<file path="src/rtl/digital_clock_pkg.sv">
// Shared field widths, limits and mode/selection types for the time-of-day counter.
package digital_clock_pkg;

    localparam int FIELD_W  = 6;
    localparam int SEC_MAX  = 59;
    localparam int MIN_MAX  = 59;
    localparam int HOUR_MAX = 23;

    typedef enum logic {RUN, SET} mode_t;
    typedef enum logic [1:0] {SEL_HOUR, SEL_MINU, SEL_SECO} sel_t;

    function automatic sel_t next_sel(input sel_t cur);
        case (cur)
            SEL_HOUR: return SEL_MINU;
            SEL_MINU: return SEL_SECO;
            default:  return SEL_HOUR;
        endcase
    endfunction

endpackage

</file>
<file path="src/rtl/digital_clock_field_cnt.sv">
// Wrapping MIN..MAX field counter with a same-cycle carry flag and a registered change strobe.
module clock_field_cnt
    import digital_clock_pkg::*;
#(
    parameter int MAX     = 59,
    parameter int MIN     = 0,
    parameter int RST_VAL = MIN
) (
    input  logic               clk,
    input  logic               rst_n,
    input  logic               inc,
    output logic [FIELD_W-1:0] value,
    output logic               wrap,
    output logic               changed
);

    logic [FIELD_W-1:0] r_value;
    logic               r_changed;
    logic               w_at_max;

    assign w_at_max = (r_value == FIELD_W'(MAX));
    assign wrap     = inc && w_at_max;

    // The strobe is registered alongside the value so both appear in the same cycle.
    always_ff @(posedge clk) begin
        if (rst_n) begin
            r_value   <= FIELD_W'(RST_VAL);
            r_changed <= 1'b0;
        end else begin
            r_changed <= inc;
            if (inc) begin
                r_value <= w_at_max ? FIELD_W'(MIN) : r_value + FIELD_W'(1);
            end
        end
    end

    assign value   = r_value;
    assign changed = r_changed;

endmodule

</file>
<file path="src/rtl/digital_clock.sv">
// 24-hour hh:mm:ss counter with a key-driven set mode.
// Defining DIGITAL_CLOCK_12H_EN switches the hour to 1..12 and adds the pm output.
//
//  state | meaning
//  RUN   | prescaler counts, each wrap ticks the seconds
//  SET   | counting frozen, key[1] selects a field, key[0] bumps it
module digital_clock
    import digital_clock_pkg::*;
#(
    parameter int CLK_FREQ = 50_000_000
) (
    input  logic               clk,
    input  logic               rst_n,
    input  logic [3:0]         key,
    output logic [FIELD_W-1:0] hour,
    output logic [FIELD_W-1:0] minu,
    output logic [FIELD_W-1:0] seco,
    output logic               hour_vld,
    output logic               minu_vld,
    output logic               seco_vld
`ifdef DIGITAL_CLOCK_12H_EN
    ,
    output logic               pm
`endif
);

    localparam int PRESC_W = (CLK_FREQ > 1) ? $clog2(CLK_FREQ) : 1;
    localparam logic [PRESC_W-1:0] PRESC_LAST = PRESC_W'(CLK_FREQ - 1);

`ifdef DIGITAL_CLOCK_12H_EN
    localparam int HOUR_LO  = 1;
    localparam int HOUR_HI  = 12;
    localparam int HOUR_RST = 12;
`else
    localparam int HOUR_LO  = 0;
    localparam int HOUR_HI  = HOUR_MAX;
    localparam int HOUR_RST = 0;
`endif

    mode_t              r_mode;
    sel_t               r_sel;
    logic [PRESC_W-1:0] r_presc;

    logic w_key_exit, w_key_enter, w_key_next, w_key_inc;
    logic w_run, w_set, w_tick, w_set_inc;
    logic w_inc_sec, w_inc_min, w_inc_hour;
    logic w_sec_wrap, w_min_wrap, w_unused_hour_wrap;

    // Only the highest-priority key survives decode; mode then decides whether it acts.
    assign w_key_exit  = key[3];
    assign w_key_enter = key[2] & ~key[3];
    assign w_key_next  = key[1] & ~(|key[3:2]);
    assign w_key_inc   = key[0] & ~(|key[3:1]);

    assign w_run     = (r_mode == RUN);
    assign w_set     = (r_mode == SET);
    assign w_tick    = w_run && !w_key_enter && (r_presc == PRESC_LAST);
    assign w_set_inc = w_set && w_key_inc;

    always_ff @(posedge clk) begin
        if (rst_n) begin
            r_mode  <= RUN;
            r_sel   <= SEL_HOUR;
            r_presc <= '0;
        end else begin
            case (r_mode)
                RUN: begin
                    if (w_key_enter) begin
                        r_mode <= SET;
                        r_sel  <= SEL_HOUR;
                    end else if (w_tick) begin
                        r_presc <= '0;
                    end else begin
                        r_presc <= r_presc + PRESC_W'(1);
                    end
                end
                SET: begin
                    if (w_key_exit) begin
                        r_mode  <= RUN;
                        r_presc <= '0;
                    end else if (w_key_next) begin
                        r_sel <= next_sel(r_sel);
                    end
                end
                default: r_mode <= RUN;
            endcase
        end
    end

    // Carries only propagate on a tick; set-mode bumps wrap within their own field.
    assign w_inc_sec  = w_tick || (w_set_inc && r_sel == SEL_SECO);
    assign w_inc_min  = (w_tick && w_sec_wrap) || (w_set_inc && r_sel == SEL_MINU);
    assign w_inc_hour = (w_tick && w_min_wrap) || (w_set_inc && r_sel == SEL_HOUR);

    clock_field_cnt #(.MAX(SEC_MAX), .MIN(0), .RST_VAL(0)) u_sec (
        .clk     (clk),
        .rst_n   (rst_n),
        .inc     (w_inc_sec),
        .value   (seco),
        .wrap    (w_sec_wrap),
        .changed (seco_vld)
    );

    clock_field_cnt #(.MAX(MIN_MAX), .MIN(0), .RST_VAL(0)) u_min (
        .clk     (clk),
        .rst_n   (rst_n),
        .inc     (w_inc_min),
        .value   (minu),
        .wrap    (w_min_wrap),
        .changed (minu_vld)
    );

    clock_field_cnt #(.MAX(HOUR_HI), .MIN(HOUR_LO), .RST_VAL(HOUR_RST)) u_hour (
        .clk     (clk),
        .rst_n   (rst_n),
        .inc     (w_inc_hour),
        .value   (hour),
        .wrap    (w_unused_hour_wrap),
        .changed (hour_vld)
    );

`ifdef DIGITAL_CLOCK_12H_EN
    logic r_pm;

    // Meridiem flips only when running time crosses 11:59:59 -> 12:00:00.
    always_ff @(posedge clk) begin
        if (rst_n) begin
            r_pm <= 1'b0;
        end else if (w_tick && w_min_wrap && hour == FIELD_W'(11)) begin
            r_pm <= ~r_pm;
        end
    end

    assign pm = r_pm;
`endif

endmodule

</file>
<file path="config.mk">
export PLATFORM = sky130hd
export DESIGN_NAME = digital_clock
export DESIGN_NICKNAME = d
export VERILOG_FILES = /design/src/rtl/digital_clock_pkg.sv /design/src/rtl/digital_clock_field_cnt.sv /design/src/rtl/digital_clock.sv
export SDC_FILE = /design/constraint.sdc
export NUM_CORES = 1
export LEC_CHECK = 0
export ABC_AREA = 1
export BUFFER_PORTS_ARGS = -buffer_cell sky130_fd_sc_hd__buf_2
export CAP_MARGIN = 40
export CORE_AREA = 2 2 75 77
export CTS_BUF_LIST = sky130_fd_sc_hd__clkbuf_16
export DETAILED_ROUTE_END_ITERATION = 8
export DIE_AREA = 0 0 77 79
export PLACE_DENSITY = 0.78
export SLEW_MARGIN = 10
export SYNTH_ARGS = -nofsm -noshare
export SYNTH_HDL_FRONTEND = slang
export SYNTH_SLANG_ARGS = --single-unit
</file>
<file path="constraint.sdc">
create_clock -name clk -period 2.05 [get_ports clk]
set_input_delay 0.1025 -clock clk [delete_from_list [all_inputs] [get_ports clk]]
set_output_delay 0.1025 -clock clk [all_outputs]
set_load 0.1 [all_outputs]
</file>
==> impl_metrics.csv <==
group,metric,value,unit
worst_setup_path,path_cells,"ha_1 -> nand3b_1 -> nor2_2 -> nand3_1 -> nand2_2 -> nand2_1 -> nand2_1 -> nor2_1",
logic_synthesis,synth-main-ff-cell,"dfxtp_1",
detailed_routing,num_vias,2926,
detailed_routing,drc,0,
clock_tree,clk_path_buf_depth,2,
die,die_w,77,um
detailed_routing,via_per_inst,5.359,
logic_synthesis,yosysSeqAreaShare,32.88,%
detailed_routing,met3_length,346,um
worst_setup_path,end_kind,"flip-flop",
timing,finalCritPeriodShare,83.45,%
die,core-area,0.005338,mm2
detailed_routing,drt-met1-wl,3314,um
worst_setup_path,crit_top_cell,"nand2_1",
logic_synthesis,synthTopCellsByArea,"dfxtp_1 33%, nand2_1 11%, nor2_1 7.9%",
power,max-vdd-ir-drop,0.3833,mV
die,rows,27,
global_route,grt_max_degree,21,
detailed_routing,highest_layer,"met4",
detailed_routing,drtIter0Drc,187,
power,p_per_area,607.1,mW/mm2
logic_synthesis,synth_cells,444,
final_layout,diodes,0,
worst_setup_path,cp_data_required_time,2.23,ns
die,io_pins,27,
clock_tree,cts_tree,"built",
die,fp.dieH,79,um
detailed_routing,wl_per_cell,13.07,um
worst_setup_path,path_class,"flip-flop to flip-flop",
clock_tree,clock_sinks,50,
logic_synthesis,ys_types,41,
clock_tree,post-cts-setup-buffers,0,
global_route,overflow,0,
final_layout,final_util,64.25,%
final_layout,drive_above_1_share,22.15,%
detailed_routing,first_pass_iters,6,
global_route,grtUsageTotal,25.04,%
logic_synthesis,ys_async_sr_fraction,0,%
logic_synthesis,synth_edf_count,0,
timing,setup_violations,0,
clock_tree,numCtsBuffers,5,
logic_synthesis,netlist.area_leader.share,32.88,%
place,dp_hpwl,5403,um
flow_run,max_cap_viol_count,0,
final_layout,area_delta_synth_final,12.66,%
place,port_buffers,26,
timing,hold_viol_final,0,
timing,skew,0.003013,ns
global_route,antenna_found_initial,0,
timing,min_period,1.711,ns
clock_tree,ctsResizeCount,0,
worst_setup_path,arrival,1.89,ns
clock_tree,postCtsHoldBufs,0,
detailed_routing,routed_wl,7138,um
timing,max_freq,584.5,MHz
detailed_routing,route.met2.wl,3326,um
final_layout,final_nets,483,
worst_setup_path,slowest_stage,"dfxtp_2",
place,gp_congestion,0.9523,
timing,rsz0062_at_grt,"no",
clock_tree,clkTransAtPathRegs,0.07,ns
timing,final_max_slew_viol_count,0,
worst_setup_path,max_stage_delay,0.38,ns
logic_synthesis,synth_seq_cells,50,
logic_synthesis,ys.warnings.count,0,
die,die-area,0.006083,mm2
die,initial_core_util,57.03,%
worst_setup_path,r2r_setup_slack,0.34,ns
clock_tree,clock_latency,0.29,ns
outcome,status,"complete, no violations",
timing,slew_headroom,46.08,%
logic_synthesis,synth_area_per_cell,6.856,um2
logic_synthesis,syn_area,0.003044,mm2
min_path,hp-class,"input pin to flip-flop",
logic_synthesis,syn-num-nets,454,
logic_synthesis,post-synth-top-area-cell,"dfxtp_1",
clock_tree,cts_htree_levels,2,
detailed_routing,drtAntennaViolNets,0,
worst_setup_path,worstPathMaxFanout,9,
global_route,grt_pass1_vias,2832,
worst_setup_path,critPathLaunchType,"flip-flop",
power,power.leakage,1.477,nW
timing,tightestPinTransition,0.8079,ns
global_route,grt_pass1_wl,12480,um
clock_tree,cts_root_buf,"clkbuf_16",
timing,setup_tns,0,ns
[power breakdown]
group          switching (W)  internal (W)  total, W
Combinational      0.0000833     0.0000304  0.000114
Sequential         0.0000108      0.000980  0.000990
Clock               0.000393      0.000585  0.000978
[worst paths after layout]
path | start | to | cells after the start
min | key[1] | r_sel[1] | 5
max | u_sec.value[0] | u_min.value[3] | 8
max reg2reg | u_sec.value[0] | u_min.value[3] | 8
min reg2reg | u_min.value[0] | u_min.value[0] | 2
[cell usage after synthesis, types with 2 or more instances]
cell      count
nand2_1      91
xor2_1       12
nand3_1      29
or2_2         2
nand3_2       8
o21ai_0      10
a21oi_1      25
nor2_2       10
o22ai_1       5
nor3_1        9
xnor2_1       2
nor2_1       64
nor2_4        2
inv_1        47
and2_1        2
clkbuf_1      2
dfxtp_1      50
inv_2        11
o21ai_1       6
nor4_1        2
nand2_4       5
nand2_2      10
ha_1          4
nand4_1      16
nor3_2        4
[worst max-delay path: cells and delay by family, from the launching register on]
family                   cells  cell delay, ns
AND/OR/NAND/NOR              7            1.00
flip-flops                   1            0.38
adder cells (fa/ha/maj)      1            0.23
[registers in the layout (all words and copies together) (netlist names)]
name            flops
u_min.value         6
u_min.changed       1
u_sec.value         6
r_presc            26
r_sel               2
u_hour.changed      1
r_mode              1
u_sec.changed       1
u_hour.value        6
[metrics by stage]
step           cells  total power [W]  hold WS, ns  setup slack (ns)  area (um2)
2_1_floorplan    444         0.001094       0.1863           0.02303        3057
3_3_place_gp     538         0.001124       0.4751            0.3693        3256
3_5_place_dp     538         0.001125       0.4782            0.3604        3256
4_1_cts          546         0.002089       0.2187            0.3487        3430
5_1_grt          546         0.002146       0.2329            0.1522        3430
6_report         546         0.002082       0.2205            0.3392        3430
[layout by cell type (no fill, tap or decap), types with 2 or more instances in the layout]
| cell type | instances |
|---|---|
| nand2_1 | 91 |
| nor2_1 | 64 |
| inv_1 | 47 |
| dfxtp_1 | 40 |
| nand3_1 | 29 |
| buf_2 | 26 |
| a21oi_1 | 25 |
| nand4_1 | 16 |
| xor2_1 | 12 |
| inv_2 | 11 |
| nand2_2 | 10 |
| nor2_2 | 10 |
| o21ai_0 | 10 |
| dfxtp_2 | 10 |
| nor3_1 | 9 |
| nand3_2 | 8 |
| o21ai_1 | 6 |
| nand2_4 | 5 |
| o22ai_1 | 5 |
| clkbuf_16 | 5 |
| nor3_2 | 4 |
| ha_1 | 4 |
| or2_2 | 2 |
| nor2_4 | 2 |
| nor4_1 | 2 |
| xnor2_1 | 2 |
| and2_1 | 2 |
| buf_4 | 2 |
[cell families after synthesis]
group | Yosys count | share of synthesized area (%)
AO/OA/AOI/OAI | 52 | 10.28
XOR/XNOR | 14 | 4.028
adder cells (fa/ha/maj) | 4 | 1.644
buffers and inverters | 65 | 8.549
flip-flops | 50 | 32.88
AND/OR/NAND/NOR | 259 | 42.62
[area by class of cell]
type	instances	area, um2
Timing Repair Buffer	28	145.1
Fill cell	496	1908
Clock buffer	5	125.1
Inverter	59	224.0
Clock inverter	3	48.80
Tap cell	72	90.09
Sequential cell	50	1013
Multi-Input combinational cell	329	1783
[metal layers]
metal	track usage, %	vias to the layer above
met5	0	-
met1	32.72	1339
met3	3.409	13
li1	-	1499
met4	7.679	0
met2	43.25	75
Power figures use the tool's default switching activity.
